**config.mk**
```make
export PLATFORM = sky130hd
export DESIGN_NAME = ser_tx_shift
export DESIGN_NICKNAME = d
export VERILOG_FILES = /design/src/rtl/ser_pkg.sv /design/src/rtl/ser_hold_buf.sv /design/src/rtl/ser_tx_shift.sv
export SDC_FILE = /design/constraint.sdc
export NUM_CORES = 1
export LEC_CHECK = 0
export CORE_MARGIN = 1
export CORE_UTILIZATION = 40
export CTS_CLUSTER_SIZE = 28
export DETAILED_ROUTE_END_ITERATION = 8
export SLEW_MARGIN = 20
export SYNTH_ARGS = -nofsm -noshare
export SYNTH_HDL_FRONTEND = slang
export SYNTH_SLANG_ARGS = --single-unit
```
**constraint.sdc**
```tcl
create_clock -name clk -period 1.8 [get_ports clk]
set_input_delay 0.36 -clock clk [delete_from_list [all_inputs] [get_ports clk]]
set_output_delay 0.36 -clock clk [all_outputs]
set_load 0.02 [all_outputs]
```
**src/rtl/ser_pkg.sv**
```systemverilog
// Shared types and constants for the serial transmitter.
// Optional parity build: define SER_TX_PARITY_EN.
package ser_pkg;

  typedef enum logic {
    IDLE  = 1'b0,
    SHIFT = 1'b1
  } state_e;

  // Counter width, with headroom for a trailing parity bit.
  function automatic int cnt_w(input int w);
    return $clog2(w + 2);
  endfunction

  localparam logic IDLE_Q = 1'b0;

endpackage

```
**src/rtl/ser_hold_buf.sv**
```systemverilog
// One-entry holding register for ser_tx_shift.
// The ready flag is registered so it never depends on load_valid.
module ser_hold_buf #(
  parameter int WIDTH = 8
) (
  input  logic             clk,
  input  logic             reset,
  input  logic             wr_i,
  input  logic [WIDTH-1:0] din_i,
  input  logic             rd_i,
  output logic [WIDTH-1:0] dout_o,
  output logic             full_o,
  output logic             ready_o
);

  logic [WIDTH-1:0] data_q;
  logic             full_q, full_d;
  logic             ready_q;

  always_comb begin
    full_d = full_q;
    if (rd_i) full_d = 1'b0;
    if (wr_i) full_d = 1'b1;
  end

  always_ff @(posedge clk or negedge reset) begin
    if (!reset) begin
      data_q  <= '0;
      full_q  <= 1'b0;
      ready_q <= 1'b1;
    end else begin
      if (wr_i) data_q <= din_i;
      full_q  <= full_d;
      ready_q <= !full_d;
    end
  end

  assign dout_o  = data_q;
  assign full_o  = full_q;
  assign ready_o = ready_q;

endmodule

```
**src/rtl/ser_tx_shift.sv**
```systemverilog
// Parallel-to-serial transmitter with gapless word chaining.
// Define SER_TX_PARITY_EN to append an even-parity bit per frame.
module ser_tx_shift
  import ser_pkg::*;
#(
  parameter int WIDTH     = 8,
  parameter bit MSB_FIRST = 1'b1
) (
  input  logic             clk,
  input  logic             reset,
  input  logic [WIDTH-1:0] din,
  input  logic             load_valid,
  output logic             load_ready,
  output logic             q,
  output logic             q_valid,
  output logic             busy,
  output logic             done
);

  localparam int CNT_W = cnt_w(WIDTH);
`ifdef SER_TX_PARITY_EN
  localparam int FRAME = WIDTH + 1;
`else
  localparam int FRAME = WIDTH;
`endif
  localparam logic [CNT_W-1:0] LAST = CNT_W'(FRAME - 1);

  function automatic logic bit_of(input logic [WIDTH-1:0] w,
                                  input logic [CNT_W-1:0] i);
    logic b;
    b = 1'b0;
    for (int k = 0; k < WIDTH; k++)
      if (i == CNT_W'(k)) b = MSB_FIRST ? w[WIDTH-1-k] : w[k];
`ifdef SER_TX_PARITY_EN
    if (i == CNT_W'(WIDTH)) b = ^w;
`endif
    return b;
  endfunction

  state_e           state_q, state_d;
  logic [WIDTH-1:0] sh_q, sh_d;
  logic [CNT_W-1:0] cnt_q, cnt_d, nxt;
  logic             q_q, q_d;
  logic             qv_q, qv_d;
  logic             done_q, done_d;
  logic             acc, last, ld;
  logic [WIDTH-1:0] ld_w, hold_w;
  logic             hold_wr, hold_rd, hold_full;

  ser_hold_buf #(.WIDTH(WIDTH)) u_hold (
    .clk     (clk),
    .reset   (reset),
    .wr_i    (hold_wr),
    .din_i   (din),
    .rd_i    (hold_rd),
    .dout_o  (hold_w),
    .full_o  (hold_full),
    .ready_o (load_ready)
  );

  always_comb begin
    acc     = load_valid && load_ready;
    last    = (state_q == SHIFT) && (cnt_q == LAST);
    nxt     = cnt_q + 1'b1;
    state_d = state_q;
    sh_d    = sh_q;
    cnt_d   = cnt_q;
    q_d     = IDLE_Q;
    qv_d    = 1'b0;
    done_d  = 1'b0;
    hold_wr = 1'b0;
    hold_rd = 1'b0;
    ld      = 1'b0;
    ld_w    = din;
    unique case (1'b1)
      (state_q == IDLE): ld = acc;
      (state_q == SHIFT && !last): begin
        cnt_d   = nxt;
        q_d     = bit_of(sh_q, nxt);
        qv_d    = 1'b1;
        done_d  = (nxt == LAST);
        hold_wr = acc;
      end
      last: begin
        // Held word wins; the hold is empty whenever acc can be true.
        hold_rd = hold_full;
        ld      = hold_full || acc;
        ld_w    = hold_full ? hold_w : din;
        if (!ld) state_d = IDLE;
      end
      default: ;
    endcase
    if (ld) begin
      state_d = SHIFT;
      sh_d    = ld_w;
      cnt_d   = '0;
      q_d     = bit_of(ld_w, '0);
      qv_d    = 1'b1;
      done_d  = 1'b0;
    end
  end

  always_ff @(posedge clk or negedge reset) begin
    if (!reset) begin
      state_q <= IDLE;
      sh_q    <= '0;
      cnt_q   <= '0;
      q_q     <= IDLE_Q;
      qv_q    <= 1'b0;
      done_q  <= 1'b0;
    end else begin
      state_q <= state_d;
      sh_q    <= sh_d;
      cnt_q   <= cnt_d;
      q_q     <= q_d;
      qv_q    <= qv_d;
      done_q  <= done_d;
    end
  end

  assign q       = q_q;
  assign q_valid = qv_q;
  assign done    = done_q;
  assign busy    = (state_q == SHIFT) || hold_full;

endmodule

```
Word-level counts from Yosys, hierarchy flattened
Index checks and enable logic that the tools add are counted.
Cells by class
  add/sub/neg operators: 1
  bitwise gates (word level): 1
  multiplexer cells: 26
  eq/ne operators: 9
  reduce and logical (&&, ||, !) cells: 11
Operator list (count)
  1-bit two-way mux: 21
  4-bit by 3-bit == test with 1-bit output, second input constant: 5
  8-bit two-way mux: 2
  4-bit by 2-bit == test with 1-bit output, second input constant: 2
  4-bit two-way mux: 2
  4-bit by 1-bit adder with 4-bit output, second input constant: 1
  4-bit by 1-bit == test with 1-bit output, second input constant: 1
  4-bit zero test: 1
  2-bit nonzero test: 2
  1-bit logical AND: 3
  1-bit zero test: 2
  1-bit logical OR: 2
  2-bit != test, second input constant: 1
  1-bit one-hot mux with 2 select lines: 1
  2-bit AND reduction: 1
  1-bit NOT: 1
Storage, ports and cells
  logic and storage cells: 57
  register bits: 26
  output and inout bits: 5
  bits of input ports: 11

Longest topological paths before layout
Gate-level depths: netlist of the first run.
  depth after elaboration: 12
  depth in mapped cells: 6
  mapped depth without buffers: 6

Modules after synthesis
From an unflattened synthesis of the first run, not the netlist that was laid out.
Second synthesis, totals
  cells, all modules: 110
  area, all modules: 1328.8 sq um
Modules (own cells, without submodules)
  ser_tx_shift: sequential area each 400.4 sq um, area an instance 928.4 sq um, instances 1, cells each 88
  ser_hold_buf: sequential area each 251.5 sq um, area an instance 400.4 sq um, instances 1, cells each 22

Worst setup path before layout of the first run
No wires, ideal clock.
  path kind: register -> register
  start point: register cnt_q[0]
  end point: register u_hold.data_q[0] (netlist: u_hold.dout_o[0])
  data arrival time: 1544 ps
  library setup time: 128 ps
  period minus slack after synthesis: 1672 ps
  path slack: 128 ps
  cell stages (with the launch flop): 6
  data required time: 1672 ps
  path buffers: 0
  cell sequence: dfrtp_1 > ha_1 > and3b_1 > nor2_2 > nand3_4 > mux2_1
Between the ends
  longest elaborated chain between the ends: 5
Ends and longest elaborated chain
  start, declared: RTL line ser_tx_shift.sv:42  | logic [CNT_W-1:0] cnt_q, cnt_d, nxt;
  start signal, assigned: RTL line ser_tx_shift.sv:114  | cnt_q <= cnt_d;
  4-bit by 3-bit == test with 1-bit output: RTL line ser_tx_shift.sv:63  | last = (state_q == SHIFT) && (cnt_q == LAST);
  1-bit logical AND: RTL line ser_tx_shift.sv:63
  1-bit zero test: RTL line ser_tx_shift.sv:77  | (state_q == SHIFT && !last): begin
  1-bit logical AND: RTL line ser_tx_shift.sv:77
  1-bit two-way mux: RTL line ser_tx_shift.sv:75  | unique case (1'b1)
  end signal, assigned: RTL line ser_hold_buf.sv:32  | if (wr_i) data_q <= din_i;
  end, declared: RTL line ser_hold_buf.sv:16  | logic [WIDTH-1:0] data_q;
No other way between the ends.
A chain may end at the register's enable or synchronous reset.

Worst setup path in the final report of the first run
  start point: register u_hold.full_q (netlist: u_hold.full_o)
  end point: output port busy
Between the ends
  longest elaborated chain between the ends: 1
Ends and longest elaborated chain
  start, declared: RTL line ser_hold_buf.sv:17  | logic full_q, full_d;
  start signal, assigned: RTL line ser_hold_buf.sv:33  | full_q <= full_d;
  1-bit logical OR: RTL line ser_tx_shift.sv:124  | assign busy = (state_q == SHIFT) || hold_full;
  end, declared: RTL line ser_tx_shift.sv:16  | output logic busy,
No other way between the ends.

==> out/metrics.yaml, run 1 <==
status: "finished clean"
yosys-top-cells-area: "dfrtp_1, mux2i_1, mux2_1, ha_1, nand2_1"
crit_type: "flip-flop to output port"
max_freq_mhz: 587.9
muxShareOfSynthArea_pct: 13.79
syn_inst: 113
ys.flop_type: "dfrtp_1"
start_util_pct: 42.44
vias: 896
synth_adder_area_share_pct: 4.789
routed_wl_microns: 2414
cellPowerDensity_mw_per_mm2: 1697
worstSkewPairLatency_ns: 0.32
reg2reg_to: "u_hold.dout_o[3]$_DFFE_PN0P_"
start_kind: "flip-flop"
route.detailed.drc: 0
synth_seq_area_share_pct: 49.90
cts_buffers: 3
vias_per_cell: 4.843
reg2reg_from: "cnt_q[0]$_DFFE_PN0P_"
ir_drop_mv: 0.8444
cp.required_ns: 1.44
avgSynthCellArea_sq_um: 11.56
grt_antenna_before_repair: 0
setup_viol: 0
die_w_microns: 59.15
grt_max_degree: 27
period_minus_slack_ns: 1.701
setup_tns_ns: 0
synth_top_family_by_area: "compound AO/OA/AOI/OAI gates"
clk_path_buf_depth: 2
grt_pass1_wl_microns: 4008
synth_edf_count: 0
crit_arrival_ns: 1.34
die_area_sq_mm: 0.003498
tightest_slew_ns: 0.3267
multi_input_area_sq_um: 636.9
diodes: 0
synth_xor_area_share_pct: 1.245
ys_types: 35
clkSlewWorstSetupHoldPaths_ns: 0.14
finalCritPeriodShare_pct: 94.50
slew_viol_final: 0
core_sq_mm: 0.003078
finalHoldWorstSlack_ns: 0.3793
critPathMaxFanout: 3
ys_top_cells_by_count: "dfrtp_1, nand2_1, mux2i_1"
area_growth_pct: 26.63
htreeDepth: 1
yosysWarningCount: 0
clkSinkCount: 26
crit_path_end: "busy"
yosysTopAreaCell: "dfrtp_1"
place.detailed.hpwl_microns: 1752
overflow: 0
tritoncts: "done"
utilization_pct: 53.74
synth_compound_area_share_pct: 14.08
synth.most_common_cell: "dfrtp_1"
leakage_nw: 0.7284
endpoint_kind: "output port"
drt-wirelength-per-cell_microns: 13.05
rows: 20
cts-root-buf: "clkbuf_4"
hp-class: "primary input to async pin"
synth.cell_area_sq_mm: 0.001306
seq_area_sq_um: 651.9
ys_async_sr_fraction_pct: 100.0
grt.total_usage_pct: 15.77
fillCellCount: 271
ios: 16
relSlewSlack_pct: 78.22
die_y_microns: 59.15
grt_pass1_vias: 884
finalHoldViolCount: 0
layout_setup_ws_ns: 0.09897
drive_above_1_share_pct: 20.57
fin_skew_ns: 0.005275
drtPass1Iterations: 4
drv_cap: 0
drtIter0Drc: 10
fin_nets: 158
rsz0062_at_grt: "no"
r2r_cells: 5
preCtsSetupSlack_ns: 0.04839
port_buffers: 15
synth.top_cell.area_share_pct: 47.89
place_congestion: 0.8011
reg2reg_setup_slack_ns: 0.14
synth_simple_gate_area_share_pct: 13.22
ys_seq_elements: 26
drtAntennaViolNets: 0
crit_start: "u_hold.full_o$_DFF_PN0_"
syn_nets: 129
## cells in the final DEF (no fill, tap or decap), types with 3 or more instances in the layout
cell / count
nand2_1: 11
o21ai_0: 4
nor2_1: 7
buf_4: 9
mux2_1: 7
inv_1: 6
clkbuf_4: 3
a21oi_1: 8
dfrtp_1: 25
clkdlybuf4s50_1: 13
ha_1: 5
mux2i_1: 9
## power by group
part           internal, W  switching [W]
logic             0.000666       0.000699
clock network     0.000225       0.000174
registers         0.000870       0.000174
total              0.00176        0.00105
## layout make-up
cell class,count,share of cell area (%)
Multi-Input combinational cell,80,38.50
Clock inverter,1,1.815
Clock buffer,3,1.362
Sequential cell,26,39.41
Tap cell,44,3.328
Timing Repair Buffer,25,14.22
Inverter,6,1.362
## sequential cells by signal, indices dropped and copies added (netlist names)
signal and flops:
u_hold.ready_o 1, q 1, q_valid 1, u_hold.full_o 1
cnt_q 4, u_hold.dout_o 8, sh_q 8, done 1
state_q 1
## worst min path at each step
stage / to
2_1_floorplan: cnt_q[0]$_DFFE_PN0P_
3_3_place_gp: u_hold.dout_o[1]$_DFFE_PN0P_
3_5_place_dp: u_hold.dout_o[2]$_DFFE_PN0P_
4_1_cts: u_hold.dout_o[6]$_DFFE_PN0P_
5_1_grt: q$_DFF_PN0_
6_report: u_hold.dout_o[6]$_DFFE_PN0P_
## per-stage QoR
| stage | cells | power, W | area (sq um) |
|---|---|---|---|
| floorplan | 113 | 0.001943 | 1306 |
| global placement | 178 | 0.002335 | 1568 |
| detailed placement | 178 | 0.002386 | 1568 |
| CTS | 182 | 0.002781 | 1618 |
| global route | 185 | 0.003065 | 1654 |
| finish | 185 | 0.002808 | 1654 |
## timing repair
action,in CTS,in global routing
hold endpoints to repair,0,0
cloned,0,1
hold buffers,0,0
pin swaps,0,1
resized for setup,2,2
buffers inserted,0,2
endpoints found under the setup margin,2,4
## worst max-delay path: stages, from the launching register on
cell and delay [ns]:
dfrtp_1 0.43, or2_2 0.27, dlygate4sd2_1 0.32
## layer usage
| layer | part of all wire, % | wire length [microns] | track usage [%] | vias up |
|---|---|---|---|---|
| met4 | 0.99 | 24 | 5.102 | 0 |
| met5 | 0 | 0 | 0 | - |
| met2 | 51 | 1236 | 26.14 | 11 |
| met3 | 2.2 | 54 | 3.930 | 4 |
| li1 | - | - | - | 454 |
| met1 | 46 | 1099 | 20.22 | 427 |
## kinds of logic after synthesis
logic type	count (synthesis)
and+or+nand+nor	30
AOI/OAI and AO/OA	26
DFF	26
muxes	17
buffers and inverters	8
adders and majority gates	5
xor gates and xnor gates	1
Note: power is estimated with default switching activity, not from simulation.
==> run 2, diff against run 1 <==
DONT_BUFFER_PORTS = 1   (was unset)
TNS_END_PERCENT = 1   (was unset)
==> run 2 against run 1 <==
Against the previous run:
- clock skew is 0.0018 ns higher
- non-clock buffer count shrank 18
- combinational power down 15%
- critical path type is now flip-flop to flip-flop
==> out/metrics.yaml, run 2 (same netlist as run 1, synthesis figures left out) <==
tightest_slew_ns: 0.3774
route.detailed.drc: 0
drtIter0Drc: 12
htreeDepth: 1
crit_slowest_cell: "dfrtp_1"
vias_per_cell: 4.994
tritoncts: "done"
drtPass1Iterations: 6
drtAntennaViolNets: 0
crit_arrival_ns: 1.88
cts-root-buf: "clkbuf_4"
vias: 829
cts_setup_buffers: 0
cp_cell_sequence: "ha_1 -> and3b_1 -> nor2_4 -> nand3_4 -> mux2_1"
clkSinkCount: 26
critPathBufInv: 0
rows: 20
die_area_sq_mm: 0.003498
relSlewSlack_pct: 74.84
max_stage_delay_ns: 0.42
final_common_cell: "dfrtp_1"
place.detailed.hpwl_microns: 1588
clk_path_buf_depth: 2
path_delay_family: "simple AND/OR/NAND/NOR gates"
fin_nets: 139
leakage_nw: 0.6472
grt_max_degree: 27
start_kind: "flip-flop"
finalCritPeriodShare_pct: 92.02
setup_viol: 0
utilization_pct: 47.44
drive_above_1_share_pct: 19.67
clkSlewWorstSetupHoldPaths_ns: 0.14
start_util_pct: 42.44
final_cell_mix: "dfrtp_1, nand2_1, mux2i_1"
diodes: 0
power.total_w: 0.002548
endpoint_kind: "flip-flop"
ios: 16
period_minus_slack_ns: 1.656
ir_drop_mv: 0.5578
grt_pass1_vias: 855
critPathMaxFanout: 10
crit_type: "flip-flop to flip-flop"
finalHoldViolCount: 0
status: "finished clean"
area_growth_pct: 11.78
place_congestion: 0.7618
rsz0062_at_grt: "no"
slew_viol_final: 0
hp-class: "primary input to flip-flop"
fillCellCount: 307
max_freq_mhz: 603.7
die_y_microns: 59.15
worstSkewPairLatency_ns: 0.32
fin_skew_ns: 0.007047
drv_cap: 0
grt_antenna_before_repair: 0
cts_buffers: 3
cellPowerDensity_mw_per_mm2: 1745
core_sq_mm: 0.003078
finalHoldWorstSlack_ns: 0.1499
port_buffers: 0
cp.required_ns: 2.02
die_w_microns: 59.15
grt_pass1_wl_microns: 3781
overflow: 0
grt.total_usage_pct: 14.71
drt-wirelength-per-cell_microns: 13.16
setup_tns_ns: 0
routed_wl_microns: 2185
## run 2: path summary, 6_finish.rpt
path	start	endpoint	slack, ns	cells past startpoint
min in group asynchronous	reset	q$_DFF_PN0_	0.44	2
hold reg to reg	u_hold.dout_o[3]$_DFFE_PN0P_	u_hold.dout_o[3]$_DFFE_PN0P_	0.51	1
hold / removal	din[2]	u_hold.dout_o[2]$_DFFE_PN0P_	0.15	1
setup reg to reg	cnt_q[1]$_DFFE_PN0P_	u_hold.dout_o[4]$_DFFE_PN0P_	0.14	5
setup / recovery	cnt_q[1]$_DFFE_PN0P_	u_hold.dout_o[4]$_DFFE_PN0P_	0.14	5
max in group asynchronous	reset	u_hold.ready_o$_DFF_PN1_	1.12	2
## run 2: worst register-to-register path: stages (launching register included)
cell and delay [ns]:
dfrtp_1 0.42, ha_1 0.26, and3b_1 0.25, nor2_4 0.12, nand3_4 0.16, mux2_1 0.35
## run 2: what timing repair did
item                                    4_1_cts  5_1_grt
endpoints found under the setup margin        0        4
gates resized for setup                       0        2
hold buffers                                  2        0
hold endpoints to repair                     26        0
## run 2: area by class of cell
| type | count | area (sq um) | area share [%] |
|---|---|---|---|
| well taps | 44 | 55.05 | 3.770 |
| clock buffers | 4 | 36.28 | 2.485 |
| multi-input cells | 79 | 626.9 | 42.93 |
| repair buffers | 7 | 67.56 | 4.627 |
| inverters | 6 | 22.52 | 1.542 |
| flip-flops and latches | 26 | 651.9 | 44.64 |
## run 2: metrics by stage
step / instance area, sq um / setup slack [ns] / instances
after global routing: 1460 / 0.02736 / 166
after CTS: 1449 / 0.02926 / 166
after detailed placement: 1383 / 0.05949 / 160
final: 1460 / 0.1436 / 166
after floorplan: 1306 / 0.1284 / 113
after global placement: 1383 / 0.03214 / 160
## run 2: routing by layer
| metal | share of wire [%] | vias to the layer above | track usage [%] |
|---|---|---|---|
| li1 | - | 414 | - |
| met1 | 51 | 397 | 19.94 |
| met2 | 44 | 14 | 23.70 |
| met3 | 3.0 | 4 | 1.965 |
| met4 | 1.4 | 0 | 6.122 |
| met5 | 0 | - | 0 |
## run 2: report_power, final
part | switching (W) | internal [W] | leakage (nW) | total (W)
clock | 0.000173 | 0.000124 | 0.0210 | 0.000297
sequential | 0.000220 | 0.000870 | 0.297 | 0.00109
combinational | 0.000610 | 0.000550 | 0.330 | 0.00116
total | 0.00100 | 0.00154 | 0.647 | 0.00255
==> run 3, diff against run 2 <==
CORE_UTILIZATION = 50   (was 40)
PLACE_DENSITY = 0.68   (was unset)
==> run 3 against run 2 <==
Against the previous run:
- routed wire length rose by 5.5%
- sequential power barely moved
- utilization rose by 11 points
- final cell count fell by 6.6%
- register-to-register slack improved by 0.02 ns
- fmax rose by 1.3%
- critical path depth did not move
- non-clock buffer count rose by 3
- die area fell by 19%
- clock-buffer cell count did not move
- final area fell by 0.94%
- critical endpoint is now u_hold.dout_o[0]$_DFFE_PN0P_
- via count rose by 0.60%
- highest routed layer unchanged
==> out/metrics.yaml, run 3 (same netlist as run 1, synthesis figures left out) <==
start_kind: "flip-flop"
r2r_cells: 5
fin_skew_ns: 0.008149
drv_cap: 0
power_frac_comb_pct: 47.3
wl_met1_microns: 1117
drt-wirelength-per-cell_microns: 14.87
htreeDepth: 1
ir_drop_mv: 0.9326
endpoint_kind: "flip-flop"
vias: 834
sw_frac_of_total_pct: 40.00
drtAntennaViolNets: 0
grt.total_usage_pct: 20.06
die_y_microns: 53.11
grt_pass1_vias: 891
grt_max_degree: 27
routed_wl_microns: 2305
critPathMaxFanout: 9
hp-class: "primary input to flip-flop"
grt_pass1_wl_microns: 3939
crit_arrival_ns: 1.85
area_growth_pct: 10.73
reg2reg_to: "u_hold.dout_o[0]$_DFFE_PN0P_"
max_freq_mhz: 611.4
finalHoldWorstSlack_ns: 0.1550
worstSkewPairLatency_ns: 0.32
power.switching_w: 0.001024
final_common_cell: "dfrtp_1"
fin_nets: 142
ios: 16
stdcell_area_sq_mm: 0.001446
clk_path_buf_depth: 2
status: "finished clean"
worstHoldStart: "din[3]"
grt_antenna_before_repair: 0
finalCritPeriodShare_pct: 90.87
diodes: 0
drtPass1Iterations: 4
clkSlewWorstSetupHoldPaths_ns: 0.14
drive_above_1_share_pct: 20.80
drtIter0Drc: 11
power.total_w: 0.002561
cellPowerDensity_mw_per_mm2: 1771
die_w_microns: 53.11
core_sq_mm: 0.002477
leakage_nw: 0.6492
port_buffers: 0
holdPathStages: 1
wl_met3_microns: 71
die_area_sq_mm: 0.002821
tritoncts: "done"
overflow: 0
reg2reg_setup_slack_ns: 0.16
vias_per_cell: 5.381
slew_viol_final: 0
cp.required_ns: 2.02
dr.max_layer_used: "met4"
route.detailed.drc: 0
seqPwrFrac_pct: 42.6
fillCellCount: 216
start_util_pct: 52.73
cts_buffers: 3
crit_start: "cnt_q[0]$_DFFE_PN0P_"
place.detailed.hpwl_microns: 1642
setup_tns_ns: 0
place_congestion: 0.7949
finalHoldViolCount: 0
rsz0062_at_grt: "no"
crit_type: "flip-flop to flip-flop"
rows: 18
cts-root-buf: "clkbuf_4"
final_cell_mix: "dfrtp_1, nand2_1, mux2i_1"
p_clk_share_pct: 10.1
crit_path_end: "u_hold.dout_o[0]$_DFFE_PN0P_"
layout_setup_ws_ns: 0.1644
clkSinkCount: 26
reg2reg_from: "cnt_q[0]$_DFFE_PN0P_"
relSlewSlack_pct: 74.19
dpl-instance-area_sq_mm: 0.001373
period_minus_slack_ns: 1.636
tightest_slew_ns: 0.3871
p_int_w: 0.001537
dr_wl_met2_microns: 1105
preCtsSetupSlack_ns: 0.09835
setup_viol: 0
[run 3: changes by cell type in the layout (fill, tap and decap cells not counted)]
cell      before  now
nor2_2         0    1
a221oi_2       1    0
nor2_4         1    0
a221oi_1       0    1
buf_4          5    8
clkbuf_8       1    0
clkbuf_1       0    1
ha_2           0    1
ha_1           5    4
[run 3: worst min path at each step]
stage / to
4_1_cts: u_hold.dout_o[3]$_DFFE_PN0P_
5_1_grt: u_hold.dout_o[1]$_DFFE_PN0P_
3_5_place_dp: q$_DFF_PN0_
2_1_floorplan: cnt_q[0]$_DFFE_PN0P_
6_report: u_hold.dout_o[3]$_DFFE_PN0P_
3_3_place_gp: done$_DFF_PN0_
[run 3: routing by layer]
| metal | track usage, % | vias to the layer above |
|---|---|---|
| met2 | 31.43 | 12 |
| li1 | - | 421 |
| met3 | 4.023 | 2 |
| met5 | 0 | - |
| met4 | 8.772 | 0 |
| met1 | 26.64 | 399 |
[run 3: what timing repair did]
action	4_1_cts	5_1_grt
gates resized for setup	0	1
endpoints found under the hold margin	26	0
setup buffers	0	2
hold buffers	2	0
setup endpoints to repair	0	4
[run 3: cell type report]
cell class	instances	area, sq um	area share [%]
Sequential cell	26	651.9	45.07
Multi-Input combinational cell	79	618.1	42.73
Timing Repair Buffer	10	90.09	6.228
Tap cell	30	37.54	2.595
Clock buffer	4	26.28	1.817
Inverter	6	22.52	1.557
[run 3: critical path, stage by stage (launching register included)]
cell and delay (ns):
dfrtp_1 0.41, ha_2 0.23, and3b_1 0.22, nor2_2 0.16
nand3_4 0.17, mux2_1 0.34
[run 3: power groups by stage]
| stage | combinational, W | sequential [W] | clock, W |
|---|---|---|---|
| 4_1_cts | 0.00120 | 0.00109 | 0.000269 |
| 3_3_place_gp | 0.00112 | 0.00109 | 0 |
| 3_5_place_dp | 0.00117 | 0.00111 | 0 |
| 5_1_grt | 0.00135 | 0.00114 | 0.000289 |
| 2_1_floorplan | 0.000871 | 0.00107 | 0 |
| 6_report | 0.00121 | 0.00109 | 0.000258 |
[run 3: per-stage QoR]
step                cells  utilization (%)
floorplan             113                -
global placement      147            55.40
detailed placement    147            55.40
CTS                   153            57.68
global route          155            58.38
finish                155            58.38
